**src/rtl/rr_grant_scheduler.sv**
```systemverilog
// rr_grant_scheduler
//   Round-robin scheduler sharing one downstream resource among 4 requesters.
//   Issues a registered one-hot grant, bounds each ownership with a hold counter,
//   and inserts a one-cycle dead gap (RELEASE) between owners.
// Ports
//   clk      in   1  system clock, rising edge
//   reset_p  in   1  asynchronous active-high reset
//   req      in   4  level request per requester
//   done     in   1  current owner finished (sampled only in GRANT)
//   grant    out  4  registered one-hot grant, zero when nobody owns
//   owner    out  2  index of current/last granted requester
//   busy     out  1  high while in GRANT
//   timeout  out  1  one-cycle pulse when an ownership is ended by MAX_HOLD
module rr_grant_scheduler #(
    parameter int unsigned MAX_HOLD = 16,
    parameter int unsigned CNT_W    = 4
) (
    input  logic       clk,
    input  logic       reset_p,
    input  logic [3:0] req,
    input  logic       done,
    output logic [3:0] grant,
    output logic [1:0] owner,
    output logic       busy,
    output logic       timeout
);

    typedef enum logic [1:0] {
        StIdle    = 2'd0,
        StGrant   = 2'd1,
        StRelease = 2'd2
    } state_e;

    localparam logic [CNT_W-1:0] CntMax = CNT_W'(MAX_HOLD - 1);

    state_e           state_q, state_d;
    logic [3:0]       grant_q, grant_d;
    logic [1:0]       owner_q, owner_d;
    logic [1:0]       last_q, last_d;
    logic [CNT_W-1:0] cnt_q, cnt_d;
    logic             timeout_q, timeout_d;

    // Round-robin search starting just after the last served requester.
    logic [1:0] win;
    logic [1:0] idx;
    logic       found;

    always_comb begin
        win   = 2'd0;
        idx   = 2'd0;
        found = 1'b0;
        for (int i = 0; i < 4; i++) begin
            idx = last_q + 2'(i + 1);
            if (!found && req[idx]) begin
                win   = idx;
                found = 1'b1;
            end
        end
    end

    logic at_max;
    logic release_now;

    always_comb begin
        state_d     = state_q;
        grant_d     = grant_q;
        owner_d     = owner_q;
        last_d      = last_q;
        cnt_d       = cnt_q;
        timeout_d   = 1'b0;
        at_max      = (cnt_q == CntMax);
        release_now = done || !req[owner_q] || at_max;

        case (state_q)
            StIdle, StRelease: begin
                if (found) begin
                    state_d = StGrant;
                    grant_d = 4'(4'b0001 << win);
                    owner_d = win;
                    cnt_d   = '0;
                end else begin
                    state_d = StIdle;
                    grant_d = 4'b0000;
                end
            end
            StGrant: begin
                if (release_now) begin
                    state_d   = StRelease;
                    grant_d   = 4'b0000;
                    last_d    = owner_q;
                    // Only a pure limit expiry counts as a timeout.
                    timeout_d = at_max && !done && req[owner_q];
                end else begin
                    cnt_d = at_max ? cnt_q : cnt_q + 1'b1;
                end
            end
            default: begin
                state_d = StIdle;
                grant_d = 4'b0000;
            end
        endcase
    end

    always_ff @(posedge clk or posedge reset_p) begin
        if (reset_p) begin
            state_q   <= StIdle;
            grant_q   <= 4'b0000;
            owner_q   <= 2'd0;
            last_q    <= 2'd3;
            cnt_q     <= '0;
            timeout_q <= 1'b0;
        end else begin
            state_q   <= state_d;
            grant_q   <= grant_d;
            owner_q   <= owner_d;
            last_q    <= last_d;
            cnt_q     <= cnt_d;
            timeout_q <= timeout_d;
        end
    end

    assign grant   = grant_q;
    assign owner   = owner_q;
    assign busy    = (state_q == StGrant);
    assign timeout = timeout_q;

endmodule

```
**config.mk**
```make
export PLATFORM = sky130hd
export DESIGN_NAME = rr_grant_scheduler
export DESIGN_NICKNAME = d
export VERILOG_FILES = /design/src/rtl/rr_grant_scheduler.sv
export SDC_FILE = /design/constraint.sdc
export NUM_CORES = 1
export LEC_CHECK = 0
export BUFFER_PORTS_ARGS = -buffer_cell sky130_fd_sc_hd__buf_2
export CAP_MARGIN = 10
export CORE_MARGIN = 4
export CORE_UTILIZATION = 23
export CTS_CLUSTER_DIAMETER = 120
export DETAILED_ROUTE_END_ITERATION = 8
export PLACE_DENSITY = 0.44
export SETUP_SLACK_MARGIN = 0.3
export SYNTH_ARGS = -nofsm -noshare
export SYNTH_HDL_FRONTEND = slang
export SYNTH_SLANG_ARGS = --single-unit
```
**constraint.sdc**
```tcl
create_clock -name clk -period 1.8 [get_ports clk]
set_input_delay 0.54 -clock clk [delete_from_list [all_inputs] [get_ports clk]]
set_output_delay 0.54 -clock clk [all_outputs]
set_load 0.05 [all_outputs]
```
==> key figures <==
Timing
  – Period utilization: 0.8855
  – Clk_skew: ~0.0056 ns
  – Final worst slack: 0.2060 ns
  – Max-slew violations: 0
  – Final Critical Period: roughly 1.6 ns
  – Hold Slack: approximately 0.30 ns
  – Setup violators final: 0
  – Fmax achieved: 627.4 MHz
  – Worst-Margin Slew: just under 0.6 ns
  – Slew margin rel.: 0.6037
  – Setup TNS: 0 ns
  – Final Hold Vio Count: 0
  – RSZ-0062 raised after global routing: yes

Synth
  – Yosys Warn Count: 0
  – Most instantiated cells after synthesis: 13 x dfrtp_1, 6 x mux2i_1, 6 x nand2_1
  – Cell Area, Synth: 788.3 um^2
  – Netlist cell types: 32
  – #FFs+latches synth: 15
  – Mean Syn Cell Area: ~11 um^2
  – EDFF count, synth: 0
  – Syn_nets: just under 80
  – Synth area leader: dfrtp_1
  – Post-Synthesis Cells: 69
  – Seq/Total Area, Yosys: 0.4794
  – Leading post-synthesis cells by cell area: dfrtp_1 41%, mux2i_1 7.6%, dfstp_2 6.7%, mux2_1 2.9%, nand2_1 2.9%
  – Most frequent cell after synthesis: dfrtp_1
  – Prevailing post-synth register cell: dfrtp_1
  – Fraction of registers with async set/reset: 1.000
  – Post-synth top area share: 0.4127

Floorplanning
  – DIE WIDTH: 66.54 um
  – I/O Pins: 15
  – CORE AREA: approximately 3200 um^2
  – Die area: around 4400 um^2
  – Die Ht: approximately 67 um
  – Row count: 20
  – Initial core utilization: 0.2500

Drt
  – First-pass iteration count of the detailed router: 4
  – # DRC: 0
  – Remaining antenna violation count after routing: 0
  – WL final: 1794 um
  – WL/cell: between 10 and 15 um
  – Via density: 4.572
  – Via count: ~630
  – DRT iter0 DRCs: 51

Placed design
  – Pre-CTS setup slack: 0.1007 ns
  – Dpl cell area: just over 900 um^2
  – DP Wirelength: 1247 um
  – Routability cong.: 0.7697
  – Port buffer count: 14

Clock tree
  – CTS tree: built
  – CTS Root Cell: clkbuf_4
  – CTS clk-pin slew, worst paths: about 0.1 ns
  – Total CTS buffers: 3
  – Cts-stage hold buffer count: 0
  – Worst-skew pair later-pin latency: between 0.2 and 0.3 ns
  – Sink Count: 15
  – Clock Path Buffers: 2
  – Level count of the clock H-tree: 1

Power
  – PD cells: 1765 nW/um^2
  – PnR Total Power: 1.969 mW
  – Flop pwr share: 0.307
  – Static leakage power: roughly 0.5 nW
  – Gate power share: 0.590
  – Switching portion of total power: 0.4518
  – Clk network pwr share: 0.103
  – Int Pwr: approximately 1.1 mW
  – Psw: between 800 and 900 uW
  – Peak supply drop: roughly 600 uV

Layout
  – Fraction of layout cells with a size suffix above 1: 0.5426
  – Final net count: approximately 100
  – Fillers: about 340
  – Area growth, synth to finish: 41.59%
  – Post-route cell area: 1116 um^2
  – ANT cells: 0

Worst setup path
  – Setup slack, reg-to-reg: roughly 0.27 ns
  – R2R depth: 4
  – Critical path data required time: roughly 1.3 ns
  – CP startpoint kind: flop
  – Critical path endpoint: busy
  – Reg2reg end: last_q[1]
  – CP Launch Point: state_q[1]
  – Crit. End Element: output pin
  – Setup Crit Path Kind: flop to output pin
  – Crit Path Max Fanout: 2
  – CP arrival: about 1.1 ns
  – Reg2Reg Launch Point: owner[1]

Outcome
  – Status: finished, final reports clean

Run
  – Max_cap viols: 0

Global routing
  – Largest net degree at the start of global routing: 16
  – Initial antenna violation count: 0
  – Overall Global Routing Usage: 0.08418
  – Grt total ovfl: 0
  – First-pass GRT wire length: about 2800 um
  – Vias in the first global route: 617

Min path
  – Worst min-delay path category: primary input to async pin
-- power groups by stage --
stage	logic [mW]	registers (mW)	clock network, mW
global placement	0.850	0.591	0
CTS	1.02	0.593	0.210
floorplan	0.480	0.764	0
finish	1.16	0.606	0.202
global route	1.24	0.621	0.224
detailed placement	0.854	0.591	0
-- metrics by stage --
step	utilization	std cells
2_1_floorplan	-	69
5_1_grt	0.3540	138
3_3_place_gp	0.2948	127
4_1_cts	0.3254	136
6_report	0.3540	138
3_5_place_dp	0.2948	127
-- cell usage in the layout, fill, tap and decap left out, types with 2 or more instances in the layout --
master and n:
dfrtp_1 11, buf_2 10, buf_4 8, nand2_1 5, mux2i_1 4, clkbuf_4 4, inv_1 3, mux2_4 3
buf_6 3, nand2b_1 2, or2_1 2, nor2_1 2, a22o_1 2, nand4b_1 2, nand3_1 2, dfstp_2 2
dfrtp_2 2
-- logic make-up (layout without fill, tap and decap cells) --
kind of cell | Yosys count | after routing | share of synthesized area
muxes | 9 | 9 | 0.1190
and+or+nand+nor | 24 | 24 | 0.1794
AOI/OAI and AO/OA | 15 | 15 | 0.1810
buffers and inverters | 5 | 30 | 0.02539
DFF | 15 | 15 | 0.4794
adders and majority gates | 1 | 1 | 0.01587
-- layer usage --
| metal | global-route usage | vias up | part of all wire |
|---|---|---|---|
| li1 | - | 302 | - |
| met1 | 0.1121 | 314 | 0.49 |
| met2 | 0.1262 | 11 | 0.46 |
| met3 | 0.01180 | 4 | 0.030 |
| met4 | 0.05330 | 0 | 0.021 |
| met5 | 0 | - | 0 |
-- registers in the layout, indices dropped and copies added (netlist names) --
signal   count
last_q       2
grant        4
cnt_q        4
timeout      1
owner        2
state_q      2
-- area by class of cell --
cell class                      count  area [um^2]  share of cell area
Inverter                            4        18.77             0.01682
Timing Repair Buffer               22        151.4              0.1357
Tap cell                           44        55.05             0.04933
Sequential cell                    15        380.4              0.3408
Multi-Input combinational cell     49        484.2              0.4339
Clock buffer                        4        26.28             0.02354
-- worst max-delay path, stage by stage, from the launching register on --
cell and delay, ns:
dfrtp_1 0.39, nand2b_4 0.15, clkinvlp_4 0.08, buf_6 0.15
-- how the worst min path moves through the flow --
stage,startpoint,endpoint,slack (ns)
detailed placement,grant[1],grant[1],0.48
CTS,reset_p,cnt_q[1],0.32
global route,reset_p,owner[0],0.35
finish,reset_p,owner[0],0.30
floorplan,reset_p,cnt_q[0],0.44
global placement,grant[1],grant[1],0.50
-- timing repair --
action                                  4_1_cts  5_1_grt
endpoints found under the setup margin        4       14
resized for setup                             8       15
pin swaps                                     1        8
setup buffers                                 5        2
Note: power is estimated with default switching activity, not from simulation.
